## src/rtl/max7219_chain_ctrl.sv

```systemverilog
// Serial driver for a daisy chain of MAX7219 LED-matrix drivers: shifts one
// 16-bit word per device out MSB-first on a divided clock, then strobes LOAD.
module max7219_chain_ctrl #(
    parameter int G_MATRIX_NB = 2,
    parameter int G_CLK_DIV   = 4
) (
    input  logic                      clk,
    input  logic                      rst_n,
    input  logic                      i_start,
    input  logic [16*G_MATRIX_NB-1:0] i_data,
    output logic                      o_busy,
    output logic                      o_done,
    output logic                      o_max7219_clk,
    output logic                      o_max7219_din,
    output logic                      o_max7219_load
);

    localparam int W     = 16 * G_MATRIX_NB;
    localparam int BIT_W = $clog2(W);
    localparam int DIV_W = $clog2(G_CLK_DIV + 1);

    localparam logic [BIT_W-1:0] BIT_LAST = BIT_W'(W - 1);
    localparam logic [DIV_W-1:0] DIV_LAST = DIV_W'(G_CLK_DIV - 1);

    typedef enum logic [1:0] {
        IDLE,
        SHIFT_LO,
        SHIFT_HI,
        LOAD
    } state_t;

    state_t           state, state_nxt;
    logic [W-1:0]     sreg, sreg_nxt;
    logic [BIT_W-1:0] bit_cnt, bit_nxt;
    logic [DIV_W-1:0] div_cnt, div_nxt;
    logic             done_nxt;
    logic             phase_end;

    assign phase_end = (div_cnt == DIV_LAST);

    always_comb begin
        // NOTE: every variable gets a default first so no path leaves it unassigned (no latch).
        state_nxt = state;
        sreg_nxt  = sreg;
        bit_nxt   = bit_cnt;
        div_nxt   = div_cnt;
        done_nxt  = 1'b0;

        case (state)
            IDLE: begin
                div_nxt = '0;
                if (i_start) begin
                    sreg_nxt  = i_data;
                    bit_nxt   = BIT_LAST;
                    state_nxt = SHIFT_LO;
                end
            end
            SHIFT_LO: begin
                if (phase_end) begin
                    div_nxt   = '0;
                    state_nxt = SHIFT_HI;
                end else begin
                    div_nxt = div_cnt + DIV_W'(1);
                end
            end
            SHIFT_HI: begin
                if (phase_end) begin
                    div_nxt = '0;
                    if (bit_cnt == '0) begin
                        state_nxt = LOAD;
                    end else begin
                        sreg_nxt  = {sreg[W-2:0], 1'b0};
                        bit_nxt   = bit_cnt - BIT_W'(1);
                        state_nxt = SHIFT_LO;
                    end
                end else begin
                    div_nxt = div_cnt + DIV_W'(1);
                end
            end
            LOAD: begin
                if (phase_end) begin
                    div_nxt   = '0;
                    done_nxt  = 1'b1;
                    state_nxt = IDLE;
                end else begin
                    div_nxt = div_cnt + DIV_W'(1);
                end
            end
            default: state_nxt = IDLE;
        endcase
    end

    // Pin outputs are registered from the next state so the chain never sees
    // decode glitches; a frame's first bit is therefore valid from E+1.
    always_ff @(posedge clk or negedge rst_n) begin
        if (!rst_n) begin
            state          <= IDLE;
            sreg           <= '0;
            bit_cnt        <= '0;
            div_cnt        <= '0;
            o_busy         <= 1'b0;
            o_done         <= 1'b0;
            o_max7219_clk  <= 1'b0;
            o_max7219_din  <= 1'b0;
            o_max7219_load <= 1'b0;
        end else begin
            // NOTE: sequential state uses non-blocking assignments so all registers update together.
            state          <= state_nxt;
            sreg           <= sreg_nxt;
            bit_cnt        <= bit_nxt;
            div_cnt        <= div_nxt;
            o_busy         <= (state_nxt != IDLE);
            o_done         <= done_nxt;
            o_max7219_clk  <= (state_nxt == SHIFT_HI);
            o_max7219_din  <= ((state_nxt == SHIFT_LO) || (state_nxt == SHIFT_HI)) & sreg_nxt[W-1];
            o_max7219_load <= (state_nxt == LOAD);
        end
    end

endmodule

```

## config.mk

```make
export PLATFORM = sky130hd
export DESIGN_NAME = max7219_chain_ctrl
export DESIGN_NICKNAME = d
export VERILOG_FILES = /design/src/rtl/max7219_chain_ctrl.sv
export SDC_FILE = /design/constraint.sdc
export NUM_CORES = 1
export LEC_CHECK = 0
export ABC_AREA = 1
export CORE_MARGIN = 5
export CORE_UTILIZATION = 45
export DETAILED_ROUTE_END_ITERATION = 8
export GPL_ROUTABILITY_DRIVEN = 1
export HOLD_SLACK_MARGIN = 0.03
export PLACE_DENSITY_LB_ADDON = 0.1
export RECOVER_POWER = 100
export SYNTH_ARGS = -nofsm -noshare
export SYNTH_HDL_FRONTEND = slang
export SYNTH_SLANG_ARGS = --single-unit
```

## constraint.sdc

```tcl
create_clock -name clk -period 4.05 [get_ports clk]
set_clock_uncertainty 0.05 [all_clocks]
set_input_delay 0.405 -clock clk [delete_from_list [all_inputs] [get_ports clk]]
set_output_delay 0.405 -clock clk [all_outputs]
set_load 0.005 [all_outputs]
```

; Word level (Yosys, flattened, before mapping)
; Index checks and enable logic that the tools add are counted.
[op_classes]
muxes = 18
eq_ne = 10
n_reduce_logical = 7
add_sub_neg = 2
n_bitwise = 1
[op_table]
columns = op, count
row1 = $mux 32, 3
row2 = $pmux 32 s2, 1
row3 = $mux 5, 3
row4 = $mux 2, 5
row5 = $pmux 5 s2, 1
row6 = $eq 2x2->1 const B, 4
row7 = $pmux 2 s4, 1
row8 = $ne 2x2->1 const B, 3
row9 = $pmux 3 s2, 1
row10 = $logic_not 5->1, 1
row11 = $sub 5x1->5 const B, 1
row12 = $eq 2x1->1 const B, 2
row13 = $reduce_and 4->1, 1
row14 = $reduce_bool 2->1, 2
row15 = $add 3x1->3 const B, 1
row16 = $eq 3x2->1 const B, 1
row17 = $mux 3, 1
row18 = $reduce_or 3->1, 1
row19 = $logic_not 2->1, 1
row20 = $mux 1, 2
row21 = $and 1x1->1, 1
row22 = $logic_or 1x1->1, 1
[word_totals]
in_bits = 35
elab_cells = 48
out_inout_bits = 5
register_bits = 47

; Longest topological paths before layout
; Gate-level depths: netlist of run 1.
[logic_depth]
ltp_word = 7
depth_mapped = 12
depth_no_buf = 12

; Worst setup path after synthesis of run 1
; No wires, ideal clock.
[synth_path]
kind = register to register
startpoint = register bit_cnt[0]
endpoint = register o_max7219_din
slack_ps = 2344
required_ps = 3923
stages_incl_launch_ff = 13
synth_period_minus_slack_ps = 1706
t_arrival_ps = 1578
setup_ps = 77
path_cell_list = dfrtp_1 inv_1 ha_1 inv_1 nor2_1 nand2_1 nand2_1 nand2_1 a21oi_1 inv_1 ha_1 inv_1 a21oi_1
[synth_between]
elab_chain_cells = 7
[synth_lines]
columns = element, line_no
row1 = start: declaration, 34  ; logic [BIT_W-1:0] bit_cnt, bit_nxt;
row2 = start signal: assignment, 110  ; bit_cnt <= bit_nxt;
row3 = $logic_not 5->1 *, 69  ; if (bit_cnt == '0) begin
row4 = $mux 2 *, 69
row5 = $mux 2 *, 67  ; if (phase_end) begin
row6 = $pmux 2 s4 *, 49  ; case (state)
row7 = via state_nxt[1], 32  ; state_t state, state_nxt;
row8 = $eq 2x1->1 or $eq 2x2->1 (tied branches), 115  ; o_max7219_din <= ((state_nxt == SHIFT_LO) || (state_nxt == SHIFT_HI)) & sreg_nxt[W-1];
row9 = $logic_or 1x1->1 *, 115
row10 = $and 1x1->1 *, 115
row11 = end signal: assignment, 115
row12 = end: declaration, 14  ; output logic o_max7219_din,
; The timed path passes the listed nets; every way through them passes the cells marked *. The select of a mux whose other input is x is not followed.
; A chain may end at the register's enable or synchronous reset.

; Final worst setup path of run 1
[layout_path]
startpoint = register state[1]
endpoint = register o_max7219_din
[layout_between]
elab_chain_cells = 5
[layout_lines]
columns = element, line_no
row1 = start: declaration, 32
row2 = start signal: assignment, 108  ; state <= state_nxt;
row3 = "$eq 2x2->1, or another cell as far along", 49
row4 = $pmux 2 s4, 49
row5 = $eq 2x1->1 or $eq 2x2->1 (tied branches), 115
row6 = $logic_or 1x1->1, 115
row7 = $and 1x1->1 *, 115
; Mark *: on every way between the ends. The rest lies on a longest branch, timed or not.

==> flow_summary.yaml, run 1 <==
place:
  placed_cells: 346
  routabilityCongestion: 0.729
  dpl.hpwl_mm: 2.89
  placed_cell_area_um2: 2590
  port_buffers: 39
clocking:
  ctsHoldBuffers: 0
  postCtsSetupRepairBufs: 0
  clkTransAtPathRegs_ns: 0.08
  cts_max_path_buffers: 2
  cts_tree: "done"
  h-tree-depth: 2
  clk_latency_ns: 0.29
  clock_sinks: 47
  cts_buffers: 5
  cts_root_buf: "clkbuf_8"
  ctsResizeCount: 0
route:
  drt-wirelength-per-cell_um: 12.9
  vias_per_cell: 5.11
  antenna_left: 0
  drt_iter0_markers: 111
  vias: 1809
  drt-total-wl_mm: 4.57
  dr.pass1.iters: 4
  drc: 0
sta:
  period_needed_ns: 3.09
  fin_tns_setup_ns: 0
  rsz0062_at_grt: "no"
  slew_headroom_pct: -65.0
  setup_viol_count_final: 0
  clock.fmax_mhz: 323
  drv_slew: 48
  finalHoldViolations: 0
  worst_pin_slew_ns: 2.48
  fin_crit_sh_pct: 76.4
synthesis:
  ys_seq_area_share_pct: 53.9
  yosys_warnings: 0
  synth_top_area_share_pct: 53.9
  netlist_top_cells_count: "nand3_1 (96), nand2_1 (49), dfrtp_1 (47)"
  synth-seq-cells: 47
  synth_area_um2: 2180
  synth.largest_area_cell: "dfrtp_1"
  synthArstFlopShare_pct: 100
  synth_cell_type_count: 19
  ys.flop_type: "dfrtp_1"
  avgSynthCellArea_um2: 8.59
  syn_nets: 295
  synth.most_common_cell: "nand3_1"
  synth-edff-count: 0
  synthCells: 254
  ys_top_cells_by_area: "dfrtp_1 (54%), nand3_1 (22%), nand2_1 (8.4%), ha_1 (3.4%), inv_1 (2.2%)"
die:
  die_w_um: 79.6
  rows: 25
  dieArea_um2: 6340
  start_util_pct: 46.2
  core_um2: 4720
  die_h_um: 79.6
  io_pins: 40
grt:
  grt_use_total_pct: 15.2
  grt_pass1_vias: 1627
  grt_pass1_wl_mm: 7.43
  grt_overflow_total: 0
  antenna_found_initial: 0
  grt_max_degree: 48
worst_hold_path:
  hp-class: "reg2reg"
final_layout:
  drive_gt1_share_pct: 5.23
  nFillCells: 462
  nets: 327
  seqCellArea_um2: 1180
  final_cells: 354
  multiInputGateArea_um2: 857
  fin_util_pct: 56.7
  area_growth_pct: 22.7
  finish.instance_area_um2: 2680
  n_antenna_cell: 0
power_and_ir_drop:
  p_total_uw: 1660
  switchingPower_uw: 583
  p_int_uw: 1080
  p_per_area_nw_per_um2: 620
  p_comb_share_pct: 33.4
  ir_drop_mv: 0.271
  switching_share_pct: 35.2
  power_frac_seq_pct: 48.2
  pwr-share-clk_pct: 18.5
  p_leak_uw: 0.00125
setup_path:
  cpPeakStageDelay_ns: 0.89
  critPathKind: "reg2reg"
  endpoint_kind: "flip-flop"
  path_cells: "nor2_1 > nand2_1 > inv_2 > nor3_1 > ha_1 > inv_1 > a21oi_1"
  critPathBufInv: 2
  worstSetupStartpointType: "flip-flop"
  arrival_ns: 3.22
  crit_family: "simple AND/OR/NAND/NOR gates"
  cp_max_fo: 35
  required_ns: 4.18
  critPathSlowestCell: "nand2_1"
run_status:
  violations: "capacitance limit, slew limit"
  status: "finished with violations"
run:
  cap_violations: 1
[layer usage]
metal,part of all wire (%),track usage [%],routed length [um]
met5,0,0,0
met4,2.0,7.22,91
met3,5.4,3.27,246
met1,47,20.4,2140
met2,46,23.1,2090
[sequential cells by signal (all words and copies together) (netlist names)]
name and flops:
sreg 32, div_cnt 3, o_done 1, o_max7219_clk 1, o_max7219_din 1, state 2, o_busy 1, bit_cnt 5
o_max7219_load 1
[final timing paths]
check / start / to / slack [ns] / depth (start not counted)
worst max register to register: state[1] / o_max7219_din / 0.96 / 7
max in group asynchronous: rst_n / state[1] / 1.73 / 1
worst min-delay path: div_cnt[0] / div_cnt[0] / 0.40 / 1
worst min register to register: div_cnt[0] / div_cnt[0] / 0.40 / 1
worst max-delay path: state[1] / o_max7219_din / 0.96 / 7
min in group asynchronous: rst_n / div_cnt[0] / 0.81 / 1
[layout by cell type (no fill, tap or decap)]
cell type,netlist,routed
dfrtp_1,47,47
o211ai_1,1,1
buf_4,1,1
nand2_1,49,50
dlygate4sd3_1,0,5
clkbuf_8,0,7
nor2_1,5,6
clkdlybuf4s50_1,0,33
ha_1,6,6
o21ai_0,0,4
inv_1,13,13
nor3_1,3,4
a21oi_1,2,2
inv_2,4,4
o21ai_1,6,2
nand2_2,3,2
nor2_4,1,1
nand3_1,96,96
clkbuf_1,4,3
[power groups by stage]
stage | clock network, uW | registers, uW | logic (uW)
2_1_floorplan | 0 | 789 | 421
3_3_place_gp | 0 | 809 | 555
3_5_place_dp | 0 | 813 | 576
4_1_cts | 320 | 803 | 580
5_1_grt | 338 | 828 | 639
6_report | 306 | 799 | 553
[final cells by class]
cell class	instances	share of cell area [%]
Sequential cell	47	43.9
Tap cell	67	3.13
Clock buffer	8	3.74
Timing Repair Buffer	41	14.8
Multi-Input combinational cell	174	32.0
Inverter	17	2.38
[cell families after synthesis]
kind of cell,count (synthesis),synth area share (%)
compound gates,9,2.18
fa+ha+maj,6,3.44
buf+inv,33,6.31
flops,47,53.9
simple gates,159,34.1
[through the flow]
stage          hold WS (ns)  setup slack, ns
2_1_floorplan        0.0594             2.34
6_report              0.402            0.957
4_1_cts               0.276             1.58
3_3_place_gp          0.386             1.38
3_5_place_dp          0.394             1.31
5_1_grt               0.441            0.718
Power figures use the tool's default switching activity.
==> inputs of run 2 (changes only) <==
clock period = 2.7 ns   (was 4.05 ns; I/O delays follow)
==> flow_summary.yaml, run 2 (synthesis gave the netlist of run 1 again) <==
run_status:
  status: "completed"
setup_path:
  cpPeakStageDelay_ns: 0.44
  critPathBufInv: 4
  endpoint_kind: "flip-flop"
  crit_family: "buffers and inverters"
  critPathSlowestCell: "clkbuf_2"
  critPathKind: "reg2reg"
  arrival_ns: 2.33
  path_cells: "inv_1 > ha_1 > inv_1 > nor2_1 > nand2_1 > buf_4 > nand2_1 > clkbuf_2 > nand3_1 > o211ai_1"
  worstSetupStartpointType: "flip-flop"
  cp_max_fo: 21
  required_ns: 2.87
final_layout:
  n_antenna_cell: 0
  layout_commonest_cell: "nand3_1"
  finish.instance_area_um2: 2710
  mostFrequentLayoutCells: "nand3_1 (96), nand2_1 (50), dfrtp_1 (47), clkdlybuf4s50_1 (33), inv_1 (15)"
  nFillCells: 444
  largest_register: "sreg"
  nets: 333
  largest_reg_flops: 32
  reg_top3: "sreg x32, bit_cnt x5, div_cnt x3"
  multiInputGateArea_um2: 862
  drive_gt1_share_pct: 6.83
  seqCellArea_um2: 1180
  area_growth_pct: 24.3
clocking:
  clk_latency_ns: 0.30
  postCtsSetupRepairBufs: 0
  clock_sinks: 47
  h-tree-depth: 2
  cts_tree: "done"
  cts_max_path_buffers: 2
  cts_root_buf: "clkbuf_8"
  cts_buffers: 5
  ctsHoldBuffers: 1
  ctsResizeCount: 0
  clkTransAtPathRegs_ns: 0.08
sta:
  worst_slack_ns: 0.541
  finalHoldViolations: 0
  drv_slew: 0
  slew_headroom_pct: 23.0
  fin_tns_setup_ns: 0
  setup_viol_count_final: 0
  rsz0062_at_grt: "no"
  fin_crit_sh_pct: 80.0
  worst_pin_slew_ns: 1.15
  clock.fmax_mhz: 463
  period_needed_ns: 2.16
place:
  pre_cts_ws_ns: 0.700
  placed_cell_area_um2: 2630
  port_buffers: 39
  routabilityCongestion: 0.708
  dpl.hpwl_mm: 3.11
route:
  drt-total-wl_mm: 4.61
  drt_iter0_markers: 112
  drt-wirelength-per-cell_um: 12.8
  vias: 1829
  antenna_left: 0
  drc: 0
  dr.pass1.iters: 4
  vias_per_cell: 5.08
grt:
  grt_overflow_total: 0
  antenna_found_initial: 0
  grt_pass1_vias: 1671
  grt_max_degree: 48
  grt_pass1_wl_mm: 7.81
  grt_use_total_pct: 15.8
die:
  rows: 25
  start_util_pct: 46.2
  dieArea_um2: 6340
  io_pins: 40
  core_um2: 4720
  die_w_um: 79.6
  die_h_um: 79.6
power_and_ir_drop:
  ir_drop_mv: 0.534
  p_per_area_nw_per_um2: 908
  p_leak_uw: 0.00127
run:
  cap_violations: 0
worst_hold_path:
  hp-class: "reg2reg"
-- run 2: cell types whose count changed in the layout (fill, tap and decap cells not counted), moves of 2 or more --
cell / previous run / this run
inv_1: 13 / 15
inv_2: 4 / 2
clkbuf_2: 0 / 2
buf_4: 1 / 5
clkbuf_8: 7 / 5
-- run 2: layout make-up --
class	instances	area share, %
inverters	17	2.35
clock inverters	1	0.185
flip-flops and latches	47	43.4
multi-input cells	174	31.8
well taps	67	3.09
clock buffers	7	2.82
repair buffers	47	16.3
-- run 2: final timing paths --
check	from	slack, ns	endpoint	cells past startpoint
worst max-delay path	bit_cnt[0]	0.54	sreg[1]	10
worst min-delay path	div_cnt[0]	0.41	div_cnt[0]	1
worst max register to register	bit_cnt[0]	0.54	sreg[1]	10
worst min register to register	div_cnt[0]	0.41	div_cnt[0]	1
max in group asynchronous	rst_n	1.14	sreg[5]	3
min in group asynchronous	rst_n	0.76	sreg[15]	3
-- run 2: worst reg2reg max path, stage by stage (launching register included) --
cell and delay, ns:
dfrtp_1 0.38, inv_1 0.11, ha_1 0.16, inv_1 0.04
nor2_1 0.07, nand2_1 0.07, buf_4 0.20, nand2_1 0.34
clkbuf_2 0.44, nand3_1 0.12, o211ai_1 0.10
-- run 2: power by group --
| part | total (uW) | switching [uW] | internal, uW |
|---|---|---|---|
| combinational | 847 | 483 | 364 |
| clock | 406 | 224 | 182 |
| sequential | 1210 | 177 | 1030 |
| total | 2460 | 884 | 1580 |
-- run 2: metrics by stage --
stage	hold WS, ns	cells	utilization, %	power, uW
detailed placement	0.350	351	55.7	2110
global placement	0.353	351	55.7	2070
floorplan	-0.0756	254	-	1820
global route	0.436	360	57.4	2700
CTS	0.408	360	57.6	2520
finish	0.408	360	57.4	2460
-- run 2: metal layers --
| layer | GRT usage, % | part of all wire [%] | vias to the layer above |
|---|---|---|---|
| li1 | - | - | 923 |
| met1 | 21.3 | 47 | 855 |
| met2 | 24.4 | 46 | 43 |
| met3 | 3.61 | 5.3 | 8 |
| met4 | 6.36 | 1.7 | 0 |
| met5 | 0 | 0 | - |
